===== config.mk =====
export PLATFORM = sky130hd
export DESIGN_NAME = stbus_frame_tx
export DESIGN_NICKNAME = d
export VERILOG_FILES = /design/src/rtl/stbus_pkg.sv /design/src/rtl/stbus_tx_chbuf.sv /design/src/rtl/stbus_frame_tx.sv
export SDC_FILE = /design/constraint.sdc
export NUM_CORES = 2
export LEC_CHECK = 0
export BUFFER_PORTS_ARGS = -buffer_cell sky130_fd_sc_hd__buf_2
export CAP_MARGIN = 20
export CORE_MARGIN = 2
export CORE_UTILIZATION = 43
export DETAILED_ROUTE_END_ITERATION = 8
export SETUP_SLACK_MARGIN = 0.15
export SYNTH_ARGS = -nofsm -noshare
export SYNTH_HDL_FRONTEND = slang
export SYNTH_HIERARCHICAL = 1
export SYNTH_SLANG_ARGS = --single-unit
export TNS_END_PERCENT = 100

===== constraint.sdc =====
create_clock -name clk50 -period 7.44 [get_ports clk50]
set_input_delay 1.488 -clock clk50 [delete_from_list [all_inputs] [get_ports clk50]]
set_output_delay 1.488 -clock clk50 [all_outputs]
set_load 0.05 [all_outputs]

===== src/rtl/stbus_pkg.sv =====
// Shared constants for the ST-bus frame transmitter: frame geometry, channel indexing
// and the default idle byte, plus the MSB-first bit-select helper.
package stbus_pkg;
  localparam int STBUS_CHANNELS = 32;
  localparam int STBUS_CH_W     = 5;
  localparam int STBUS_FRAME_C4 = 512;
  localparam int STBUS_FC_W     = 9;
  localparam logic [7:0] STBUS_IDLE_BYTE = 8'hFF;

  typedef logic [7:0]            ch_byte_t;
  typedef logic [STBUS_CH_W-1:0] ch_idx_t;

  // Serial position within a channel (fc[3:1]) to byte bit index, MSB first.
  function automatic logic [2:0] bit_sel(input logic [2:0] pos);
    return 3'd7 - pos;
  endfunction
endpackage


===== src/rtl/stbus_tx_chbuf.sv =====
// Double-banked 32x8 channel buffer: writes go to the shadow bank, the read port sees the
// active bank, and after each swap the new shadow is refilled from the new active bank.
module stbus_tx_chbuf
  import stbus_pkg::*;
#(
  parameter logic [7:0] IDLE_BYTE = STBUS_IDLE_BYTE
) (
  input  logic       clk50,
  input  logic       reset_tx,
  input  logic       wr_en,
  input  logic [4:0] wr_ch,
  input  logic [7:0] wr_data,
  input  logic       swap,
  input  logic [4:0] rd_ch,
  output logic [7:0] rd_data
);

  logic       active_reg;      // 0: bank a active, bank b shadow
  logic       copy_busy_reg;
  ch_idx_t    copy_idx_reg;
  ch_byte_t   a_q [STBUS_CHANNELS];
  ch_byte_t   b_q [STBUS_CHANNELS];
  logic       read_b;

  always_ff @(posedge clk50) begin
    if (reset_tx) begin
      active_reg    <= 1'b0;
      copy_busy_reg <= 1'b0;
      copy_idx_reg  <= '0;
    end else if (swap) begin
      active_reg    <= ~active_reg;
      copy_busy_reg <= 1'b1;
      copy_idx_reg  <= '0;
    end else if (copy_busy_reg) begin
      copy_idx_reg <= copy_idx_reg + 1'b1;
      if (&copy_idx_reg) copy_busy_reg <= 1'b0;
    end
  end

  for (genvar gi = 0; gi < STBUS_CHANNELS; gi++) begin : g_ch
    ch_byte_t bank_a_reg;
    ch_byte_t bank_b_reg;
    logic     dirty_reg;     // written since the last swap: the copy must not clobber it
    logic     wr_hit;
    logic     cp_hit;

    assign wr_hit = wr_en && (wr_ch == STBUS_CH_W'(gi));
    assign cp_hit = copy_busy_reg && (copy_idx_reg == STBUS_CH_W'(gi)) && !dirty_reg;

    always_ff @(posedge clk50) begin
      if (reset_tx) begin
        bank_a_reg <= IDLE_BYTE;
        bank_b_reg <= IDLE_BYTE;
        dirty_reg  <= 1'b0;
      end else begin
        if (active_reg) begin
          if (wr_hit)      bank_a_reg <= wr_data;
          else if (cp_hit) bank_a_reg <= bank_b_reg;
        end else begin
          if (wr_hit)      bank_b_reg <= wr_data;
          else if (cp_hit) bank_b_reg <= bank_a_reg;
        end
        dirty_reg <= swap ? 1'b0 : (dirty_reg | wr_hit);
      end
    end

    assign a_q[gi] = bank_a_reg;
    assign b_q[gi] = bank_b_reg;
  end

  // On a swap edge the serializer needs the post-swap active bank (the pre-swap shadow),
  // including a write landing in that same cycle.
  assign read_b  = active_reg ^ swap;
  assign rd_data = (swap && wr_en && (wr_ch == rd_ch)) ? wr_data
                 : (read_b ? b_q[rd_ch] : a_q[rd_ch]);

endmodule


===== src/rtl/stbus_frame_tx.sv =====
// ST-bus frame transmitter: c4 divider, 512-count frame counter, f0/data serializer and
// bank-swap commit logic. Define STBUS_TX_TEST_PATTERN_EN to enable the test_mode pattern.
module stbus_frame_tx
  import stbus_pkg::*;
#(
  parameter int         C4_HALF   = 6,
  parameter logic [7:0] IDLE_BYTE = STBUS_IDLE_BYTE
) (
  input  logic       clk50,
  input  logic       reset_tx,
  input  logic       wr_en,
  input  logic [4:0] wr_ch,
  input  logic [7:0] wr_data,
  input  logic       wr_commit,
  input  logic       test_mode,
  output logic       c4,
  output logic       f0_n,
  output logic       data_out,
  output logic       frame_start,
  output logic       commit_pending
);

  localparam int DIV_W = $clog2(C4_HALF);

  logic [DIV_W-1:0]      div_reg;
  logic                  c4_reg;
  logic                  started_reg;
  logic [STBUS_FC_W-1:0] fc_reg;
  logic [STBUS_FC_W-1:0] fc_next;
  logic                  f0_n_reg;
  logic                  data_reg;
  logic                  frame_start_reg;
  logic                  pending_reg;
  logic                  rise;
  logic                  boundary;
  logic                  swap;
  logic [7:0]            rd_data;
  logic [7:0]            tx_byte;

  assign rise     = (div_reg == DIV_W'(C4_HALF - 1)) && !c4_reg;
  // fc stays at 0 through the first c4 period after reset so that period is a frame start
  assign fc_next  = started_reg ? fc_reg + 1'b1 : '0;
  assign boundary = rise && (fc_next == '0);
  assign swap     = boundary && pending_reg;

  always_ff @(posedge clk50) begin
    if (reset_tx) begin
      div_reg <= '0;
      c4_reg  <= 1'b0;
    end else if (div_reg == DIV_W'(C4_HALF - 1)) begin
      div_reg <= '0;
      c4_reg  <= ~c4_reg;
    end else begin
      div_reg <= div_reg + 1'b1;
    end
  end

  always_ff @(posedge clk50) begin
    if (reset_tx) begin
      fc_reg          <= '0;
      started_reg     <= 1'b0;
      f0_n_reg        <= 1'b1;
      data_reg        <= 1'b1;
      frame_start_reg <= 1'b0;
    end else begin
      frame_start_reg <= boundary;
      if (rise) begin
        fc_reg      <= fc_next;
        started_reg <= 1'b1;
        f0_n_reg    <= (fc_next != '0);
        if (!fc_next[0]) data_reg <= tx_byte[bit_sel(fc_next[3:1])];
      end
    end
  end

  // A commit arriving in the swap cycle re-arms for the following boundary.
  always_ff @(posedge clk50) begin
    if (reset_tx) pending_reg <= 1'b0;
    else          pending_reg <= swap ? wr_commit : (pending_reg | wr_commit);
  end

  stbus_tx_chbuf #(
    .IDLE_BYTE(IDLE_BYTE)
  ) u_chbuf (
    .clk50   (clk50),
    .reset_tx(reset_tx),
    .wr_en   (wr_en),
    .wr_ch   (wr_ch),
    .wr_data (wr_data),
    .swap    (swap),
    .rd_ch   (fc_next[8:4]),
    .rd_data (rd_data)
  );

`ifdef STBUS_TX_TEST_PATTERN_EN
  assign tx_byte = test_mode ? {3'b000, fc_next[8:4]} : rd_data;
`else
  logic unused_test_mode;
  assign unused_test_mode = test_mode;
  assign tx_byte          = rd_data;
`endif

  assign c4             = c4_reg;
  assign f0_n           = f0_n_reg;
  assign data_out       = data_reg;
  assign frame_start    = frame_start_reg;
  assign commit_pending = pending_reg;

endmodule


==> results.yml <==
outcome:
  outcome: "complete, no violations"
layout:
  layout-area-overhead-vs-synth_pct: 6.87
  final_cell_mix: "sky130_fd_sc_hd__dfxtp_1, sky130_fd_sc_hd__a211o_1, sky130_fd_sc_hd__nand2_1"
  postLayoutCoreUtil: 0.464
  fillers: 6536
  area_of_the_multi_input_gates_um2: 17300
  non_filler_cells_in_the_finished_layout: 4097
  layout-drive-gt1-share: 0.113
  design.final.nets: 3135
  final_common_cell: "sky130_fd_sc_hd__dfxtp_1"
  ff_latch_area_um2: 11400
pwr:
  ir_drop_uv: 199
  power-per-cell-area_nw_per_um2: 198
  clock_power_share: 0.475
  share_of_total_power_in_combinational_logic: 0.044
  total_power_uw: 6430
  seq_power_share: 0.480
  power.share.switching: 0.237
  netSwitchingPower_uw: 1520
  power.static_leakage_uw: 0.0115
  p_int_uw: 4910
timing:
  min_period_over_period: 0.739
  slew_headroom: 0.246
  hold_violations: 0
  setup_viol: 0
  final_max_slew_viol_count: 0
  grt_setup_unrepaired: "no"
  tightestPinTransition_ps: 1130
  max_clock_freq_ghz: 0.182
  skew_ps: 29.9
  fin_setup_tns_ps: 0
  post-route-min-period_ps: 5500
worst_setup_path:
  cp.required_ps: 7960
  cp_num_buf_inv: 0
  worst_path_most_repeated_cell: "sky130_fd_sc_hd__o22ai_1"
  crit_fanout: 16
  timing.critical_path.from_type: "register"
  crit_type: "register to register"
  crit_path_end_kind: "register"
  worst-endpoint-arrival_ps: 6020
  critical_path.top_delay_family: "simple AND/OR/NAND/NOR gates"
  highest_cell_delay_on_the_worst_timing_path_ps: 930
  critical-path-slowest-cell: "sky130_fd_sc_hd__a2111oi_0"
  critical_path.cell_chain: "ha_1 -> nand3b_1 -> a21oi_1 -> or4b_4 -> nor4b_2 -> xor2_1 -> nand2b_1 -> o22ai_1 -> a2111oi_0 -> o22ai_1 -> mux2_2 -> o211ai_1 -> a31oi_1"
synth:
  synth-main-ff-cell: "sky130_fd_sc_hd__dfxtp_1"
  ffs_w_async_s_r_synth: 0
  netlist_area_um2: 30400
  synth.avg_cell_area_um2: 9.17
  seq_area_frac_synth: 0.375
  postSynthCellCount: 3318
  synth_enable_flop_cells: 0
  ys_seq_elements: 569
  synth_fp_nets: 3345
  synth_warnings: 6
  library_cells_used_by_synthesis: 75
drt:
  postRouteWirelength_um: 96700
  via_count: 26400
  drtIter0Drc: 2571
  dr.pass1.iters: 6
  postRouteAntennaNets: 0
  drc: 0
  wire_per_inst_um: 23.6
  post_drt_via_cell_ratio: 6.45
grt:
  antenna_found_initial: 0
  grt_usage: 0.255
  grt_pass1_vias: 25600
  total_global_routing_overflow: 0
  grt_start_max_net_pins: 99
  grt_first_pass_wirelength_um: 148000
clocking:
  postCtsResizedCells: 0
  holdBufCountCts: 0
  cts.sinks: 569
  post_cts_buffers: 0
  clk_root_buffer_cell: "sky130_fd_sc_hd__clkbuf_16"
  max-clock-path-buffers: 3
  htreeDepth: 2
  worstSkewPairLatency_ps: 640
  number_of_clock_buffers_inserted_by_tritoncts: 61
  cts_tree: "done"
  path_clk_slew_ps: 60
floorplan:
  placeableCoreArea_um2: 70000
  die_w_um: 270
  placement_rows: 97
  floorplan.die_area_um2: 72900
  initial_core_util: 0.434
  io_pins: 23
  chipHeight_um: 270
place:
  buffers_added_on_ports: 21
  gp_congestion: 0.944
  half_perimeter_wire_length_of_the_detailed_placement_result_um: 62400
  place.detailed.instances: 3982
hold_path:
  hold_class: "register to register"
flow_run:
  maxCapViolations: 0
## layout make-up
class	instances	share of cell area
inverter	16	0.00192
clock inverter	19	0.00466
clock buffer	92	0.0568
antenna	1	0.0000770
timing repair buffer	76	0.0170
sequential	569	0.351
tap	940	0.0362
multi-input combinational	2384	0.533
## cells by family after synthesis
logic type | after synthesis | share of synthesized area
buffers and inverters | 365 | 0.0577
AND/OR/NAND/NOR | 729 | 0.108
AO/OA/AOI/OAI | 1183 | 0.268
adder cells (fa/ha/maj) | 9 | 0.00370
multiplexers | 451 | 0.185
flip-flops | 569 | 0.375
XOR/XNOR | 12 | 0.00346
## metrics by stage
step	hold WS (ps)	setup slack [ps]	cell area (um2)
floorplan	421	3770	30400
CTS	469	2240	32500
finish	466	1940	32500
detailed placement	456	2270	30500
global placement	439	2300	30500
global route	480	1860	32500
## metal layers
layer | share of wire | track usage | wire [um]
met1 | 0.44 | 0.345 | 42500
met2 | 0.46 | 0.411 | 44200
met3 | 0.070 | 0.0370 | 6780
met4 | 0.033 | 0.0956 | 3180
met5 | 0 | 0 | 0
## worst paths after layout
path | from | depth (start not counted) | slack (ps) | endpoint
worst max register to register | div_reg[0]$_SDFF_PP0_ | 13 | 1940 | data_out$_SDFFE_PP1P_
worst max-delay path | div_reg[0]$_SDFF_PP0_ | 13 | 1940 | data_out$_SDFFE_PP1P_
worst min register to register | div_reg[0]$_SDFF_PP0_ | 1 | 470 | div_reg[0]$_SDFF_PP0_
worst min-delay path | div_reg[0]$_SDFF_PP0_ | 1 | 470 | div_reg[0]$_SDFF_PP0_
## synth_stat cells (35+ instances only)
cell type,count,area (um2)
sky130_fd_sc_hd__mux2_2,61,687
sky130_fd_sc_hd__a21oi_1,270,1350
sky130_fd_sc_hd__o21ai_0,208,1040
sky130_fd_sc_hd__a211oi_1,51,383
sky130_fd_sc_hd__a211o_1,357,3130
sky130_fd_sc_hd__nand2_1,355,1330
sky130_fd_sc_hd__o211ai_1,164,1230
sky130_fd_sc_hd__buf_2,86,430
sky130_fd_sc_hd__nor2_1,193,724
sky130_fd_sc_hd__dfxtp_1,569,11400
sky130_fd_sc_hd__nand3_1,35,175
sky130_fd_sc_hd__mux4_2,71,1600
sky130_fd_sc_hd__o22ai_1,49,307
sky130_fd_sc_hd__mux2i_1,310,3100
sky130_fd_sc_hd__clkbuf_1,209,785
## power groups by stage
stage	registers, uW	clock network (uW)	logic [uW]
finish	3090	3060	286
global route	3090	3240	303
CTS	3090	3120	278
detailed placement	3160	0	278
global placement	3150	0	267
floorplan	3150	0	200
(Power assumes the default switching activity.)
